## src/rtl/toggle_counter.sv

```systemverilog
// Vector toggle register / counter: hold, count up, count down and masked toggle,
// with synchronous load, programmable terminal value and wrap-or-saturate policy.
module toggle_counter #(
    parameter int unsigned     WIDTH    = 8,
    parameter longint unsigned MAX      = (64'd1 << WIDTH) - 64'd1,
    parameter bit              SATURATE = 1'b0
) (
    input  logic             clk,
    input  logic             rst,
    input  logic             en,
    input  logic [1:0]       mode,
    input  logic [WIDTH-1:0] t,
    input  logic             load,
    input  logic [WIDTH-1:0] d,
    output logic [WIDTH-1:0] q,
    output logic             tc,
    output logic             zero
);

    typedef enum logic [1:0] {
        MODE_HOLD   = 2'b00,
        MODE_UP     = 2'b01,
        MODE_DOWN   = 2'b10,
        MODE_TOGGLE = 2'b11
    } mode_e;

    localparam logic [WIDTH-1:0] MAX_V = WIDTH'(MAX);
    localparam logic [WIDTH-1:0] ONE_V = WIDTH'(1);

    logic [WIDTH-1:0] q_q, q_d;
    logic             tc_q, tc_d;
    mode_e            mode_s;

    assign mode_s = mode_e'(mode);

    // Terminal detection is by compare against MAX_V, never by carry/borrow.
    always_comb begin
        q_d  = q_q;
        tc_d = 1'b0;
        if (load) begin
            q_d = (d > MAX_V) ? MAX_V : d;
        end else if (en) begin
            case (mode_s)
                MODE_UP: begin
                    if (q_q < MAX_V) begin
                        q_d = q_q + ONE_V;
                    end else begin
                        tc_d = 1'b1;
                        q_d  = SATURATE ? MAX_V : '0;
                    end
                end
                MODE_DOWN: begin
                    if (q_q == '0) begin
                        tc_d = 1'b1;
                        q_d  = SATURATE ? '0 : MAX_V;
                    end else if (q_q > MAX_V) begin
                        q_d = MAX_V;
                    end else begin
                        q_d = q_q - ONE_V;
                    end
                end
                MODE_TOGGLE: q_d = q_q ^ t;
                default:     q_d = q_q;
            endcase
        end
    end

    always_ff @(posedge clk) begin
        if (rst) begin
            q_q  <= '0;
            tc_q <= 1'b0;
        end else begin
            q_q  <= q_d;
            tc_q <= tc_d;
        end
    end

    assign q    = q_q;
    assign tc   = tc_q;
    assign zero = (q_q == '0);

endmodule

```

## config.mk

```make
export PLATFORM = sky130hd
export DESIGN_NAME = toggle_counter
export DESIGN_NICKNAME = d
export VERILOG_FILES = /design/src/rtl/toggle_counter.sv
export SDC_FILE = /design/constraint.sdc
export NUM_CORES = 1
export LEC_CHECK = 0
export CAP_MARGIN = 20
export CORE_AREA = 5 5 58 60
export CTS_CLUSTER_SIZE = 8
export DETAILED_ROUTE_END_ITERATION = 6
export DIE_AREA = 0 0 63 65
export GPL_ROUTABILITY_DRIVEN = 0
export PLACE_DENSITY = 0.76
export SETUP_SLACK_MARGIN = 0.5
export SYNTH_ARGS = -nofsm -noshare
export SYNTH_HDL_FRONTEND = slang
export SYNTH_SLANG_ARGS = --single-unit
```

## constraint.sdc

```tcl
create_clock -name clk -period 1.5 [get_ports clk]
set_clock_uncertainty 0.1 [all_clocks]
set_input_delay 0.3 -clock clk [delete_from_list [all_inputs] [get_ports clk]]
set_output_delay 0.3 -clock clk [all_outputs]
set_load 0.01 [all_outputs]
```

# Word-level counts from Yosys, hierarchy flattened
# Index checks and enable logic that the tools add are counted.
# totals
in_bits	22
mem_bits_ro	0
ram_bits	0
ff_bits	9
word_cells	27
memories	0
latch_bits	0
# classes
eq_ne	3
bitwise_logic	2
n_shift	0
n_mul	0
div	0
n_mux	10
magnitude_cmp	3
n_reduce_logical	5
addsub	2
# ops
op	count
$mux 8	6
$pmux 8 s3	1
$gt 8x8->1 const B	2
$add 8x1->8 const B	1
$logic_not 8->1	1
$lt 8x8->1 const B	1
$sub 8x1->8 const B	1
$xor 8x8->8	1
$eq 2x2->1 const B	2
$reduce_bool 4->1	1
$reduce_or 3->1	1
$eq 2x1->1 const B	1
$mux 1	2
$pmux 1 s2	1
$reduce_and 2->1	1
$reduce_bool 2->1	1
$not 1->1	1

# Logic depth before layout (Yosys ltp)
# logic_depth
word_depth	6
depth_mapped	8

# Worst setup path before layout
# Ideal clock, no wire load.
# synth_timing
path_type	reg-to-reg
startpoint	register q_q[1], in the netlist q[1]
endpoint	register q_q[4], in the netlist q[4]
path_stages_with_launch	9
path_buffers	1
t_arrival_ns	1.605
setup_ns	0.117
setup_slack_ns	-0.322
period_less_slack_ns	1.822
cell_sequence	dfxtp_1 -> clkbuf_2 -> inv_1 -> ha_1 -> nor4b_4 -> and2_2 -> nor3_1 -> o22ai_1 -> a22o_1
# synth_between
word_cells_on_any_way	11
classes_between	add/sub (2); order compare (2); mux (6); reduce/logical (1)
# synth_lines
item	line_no	source
start: declaration	30	logic [WIDTH-1:0] q_q, q_d;
start signal: assignment	73	q_q <= q_d;
$logic_not 8->1	n/a	
named net zero	17	output logic zero
$mux 8	53	if (q_q == '0) begin
$pmux 8 s3	43	case (mode_s)
$mux 8	42	end else if (en) begin
$mux 8	40	if (load) begin
# The timed path passes the listed nets, and every way through them passes these cells. The select of a mux whose other input is x is not followed.
# A chain may end at the register's enable or synchronous reset.

# Worst setup path in the final report
# layout_timing
startpoint	register q_q[1], in the netlist q[1]
endpoint	output zero
# layout_between
elab_chain_cells	1
# layout_lines
item	line_no	source
$logic_not 8->1	80	assign zero = (q_q == '0);
end: declaration	17	
# Every way passes these cells.

==> impl_summary.log <==
[metrics] Distinct cells, synth: 54
[metrics] worst min-delay path category: in2reg
[metrics] total global routing overflow: 0
[metrics] post-cts hold buffer count: 0
[metrics] Vias per Instance: 6.33
[metrics] via count of the first global-routing pass: 1594
[metrics] floorplan core area: between 2000 and 3000 µm²
[metrics] synthesized net count: ~170
[metrics] Max Fanout on Critical Path: 2
[metrics] number of placement rows: 20
[metrics] violated checks: negative setup slack
[metrics] buffer cell driving the clock tree root: clkbuf_4
[metrics] syn avg cell area: 8.08 µm²
[metrics] #FFs+latches synth: 9
[metrics] final setup fails: 10
[metrics] Crit path required time: 1100 ps
[metrics] count of flip-flops with a built-in enable after synthesis: 0
[metrics] final critical-path setup slack: -265 ps
[metrics] DR iter-0 viols: between 100 and 150
[metrics] Relative slew margins: between 70% and 80%
[metrics] cell at the slowest stage of the critical path: dfxtp_2
[metrics] TritonCTS clock tree: built
[metrics] cell family with most CP delay: simple AND/OR/NAND/NOR gates
[metrics] class of the most critical setup path: reg2out
[metrics] data arrival time at the worst-slack endpoint: between 1000 and 1500 ps
[metrics] routed vias: 1558
[metrics] synthesized area: around 1200 µm²
[metrics] global-route wire length before repair: between 7 and 8 mm
[metrics] IO Count: 32
[metrics] standby leakage power: between 0.8 and 0.9 nW
[metrics] Synth Instances: around 140
[metrics] largest vdd supply drop: between 0.0005 and 0.0006 V
[metrics] final hold violation count: 0
[metrics] worst-skew pair later-pin latency: ~290 ps
[metrics] die height: ~65 µm
[metrics] maximum count of clock buffers along a single path: 2
[metrics] Area growth, synth to finish: 82.5%
[metrics] total detailed-routing wirelength: roughly 5.4 mm
[metrics] Tot Pwr: ~0.0014 W
[metrics] TritonCTS Sinks: 9
[metrics] share of synthesized area occupied by flip-flops and latches: about 16%
[metrics] drt drc: 0
[metrics] Ant. Diodes: 0
[metrics] total half-perimeter wirelength after legalization and detailed placement: around 3.1 mm
[metrics] initial cell density of the core: 40.2%
[metrics] Pre-antenna DRT Iters: 5
[metrics] WL per Instance: ~22 µm
[metrics] Max Clock Freq: 0.567 GHz
[metrics] proportion of layout cells with a drive suffix above 1: 56.3%
[metrics] kind of start point of the critical path: flip-flop
[metrics] Horiz. Die Dim: around 63 µm
[metrics] sum of negative setup slack: -2030 ps
[metrics] GRT Overall Usage: a little under a quarter
[metrics] Pwr per Cell Area: between 600 and 700 nW/µm²
[metrics] Min Clock Period, post-route: between 1500 and 2000 ps
[metrics] Yosys Warn Count: 0
[metrics] Routed Antenna Nets: 0
[metrics] Nets: 242
[metrics] asr flop ratio synth: 0%
[metrics] setup repair after global routing missed its margin: true
[metrics] utilization after layout: between 70% and 80%
[metrics] DIE AREA: around 4100 µm²
[metrics] number of buffers and inverters on the critical path: 2
[metrics] most used flip-flop cell after synthesis: dfxtp_1
[metrics] Buffers on Ports: 31
[metrics] cells along the critical path: inv_4, ha_4, nor4b_4, and2_4, buf_6
[metrics] Max Transition Viols Final: 0
[metrics] CTS H-tree lvls: 1
[metrics] outcome: finished with violations
[metrics] max-cap check violation count: 0
[metrics] largest net degree at the start of global routing: 11
[metrics] CTS clk-pin slew, worst paths: 80 ps
[metrics] initial antenna violation count: 0
[metrics] maximum cell stage delay along the critical path: 340 ps
[metrics] category of the worst setup path capture point: output pin
[metrics] transition at the pin with the smallest max-transition slack: just under 400 ps
[metrics] share of the clock period used by the worst path: 118%
[metrics] TritonCTS buffer count: 3
[repair_timing]
| item | CTS | global route |
|---|---|---|
| setup buffers | 10 | 1 |
| gates resized for setup | 97 | 17 |
| endpoints found under the setup margin | 19 | 19 |
| gates cloned | 1 | 0 |
| pin swaps | 12 | 17 |
| hold endpoints to repair | 0 | 0 |
[routing by layer]
metal / vias up / routed length (µm) / track usage [%]
met5: - / 0 / 0
met4: 0 / 434 / 14.1
met3: 45 / 493 / 4.33
met2: 132 / 2620 / 40.6
met1: 717 / 1860 / 25.8
li1: 664 / - / -
[worst paths after layout]
kind            from  endpoint  slack (ps)  depth (start not counted)
max             q[1]      zero        -270                          5
min          mode[0]        tc         380                          4
max reg2reg     q[1]      q[6]        -260                          7
min reg2reg     q[3]      q[3]         550                          3
[stage by stage]
step           worst slack, ps  instance area [µm²]  instances  hold slack [ps]
2_1_floorplan            -94.2                 1250        143              339
3_5_place_dp              -737                 1760        230              533
6_report                  -265                 2110        246              376
5_1_grt                   -300                 2110        246              392
4_1_cts                   -234                 2030        245              385
3_3_place_gp              -636                 1760        230              529
[where the power goes]
group          total [W]  switching, W  internal (W)
clock           0.000226      0.000122      0.000104
sequential      0.000287     0.0000248      0.000262
combinational   0.000849      0.000406      0.000442
total            0.00136      0.000553      0.000809
[cell type report]
class / count / area, µm²
Multi-Input combinational cell: 113 / 1090
Inverter: 9 / 36.3
Clock buffer: 4 / 26.3
Sequential cell: 9 / 200
Timing Repair Buffer: 78 / 718
Fill cell: 174 / 768
Tap cell: 33 / 41.3
[layout by cell type (no fill, tap or decap), types with 3 or more instances in the layout]
cell,count
nand2b_4,4
nand3_1,3
nor2_1,5
buf_2,3
ha_4,5
o211ai_1,3
clkbuf_4,3
dfxtp_2,4
dfxtp_4,4
a21oi_1,11
xor2_1,5
buf_6,20
a21oi_2,4
o21ai_0,3
inv_2,3
inv_1,5
nor3_2,3
buf_4,33
nor2_2,3
nand2_1,10
clkdlybuf4s50_1,18
[Yosys cell counts, drive strengths merged, types with 3 or more instances]
library cell,instances,area (µm²)
a2111oi,3,45.0
a21oi,15,78.8
a221oi,3,32.5
buf,9,75.1
clkbuf,3,16.3
dfxtp,9,180
ha,6,75.1
inv,9,33.8
nand2,11,41.3
nand2b,6,55.1
nand3,6,45.0
nor2,10,40.0
nor3,6,41.3
o211ai,3,22.5
o21ai,6,30.0
xnor2,3,26.3
xor2,5,43.8
[sequential cells by signal, summed over array words and instances, names as in the netlist]
signal / cells
tc: 1
q: 8
[kinds of logic after synthesis]
| kind of cell | share of synthesized area [%] |
|---|---|
| DFF | 15.6 |
| muxes | 0.866 |
| adders and majority gates | 6.49 |
| xor gates and xnor gates | 6.06 |
| and+or+nand+nor | 30.4 |
| buffers and inverters | 10.8 |
| AOI/OAI and AO/OA | 29.8 |
[worst min-delay path, stage by stage]
cell and delay (ps):
buf_2 140, inv_2 80, ha_4 160, a2111oi_4 50
(Power assumes the default switching activity.)
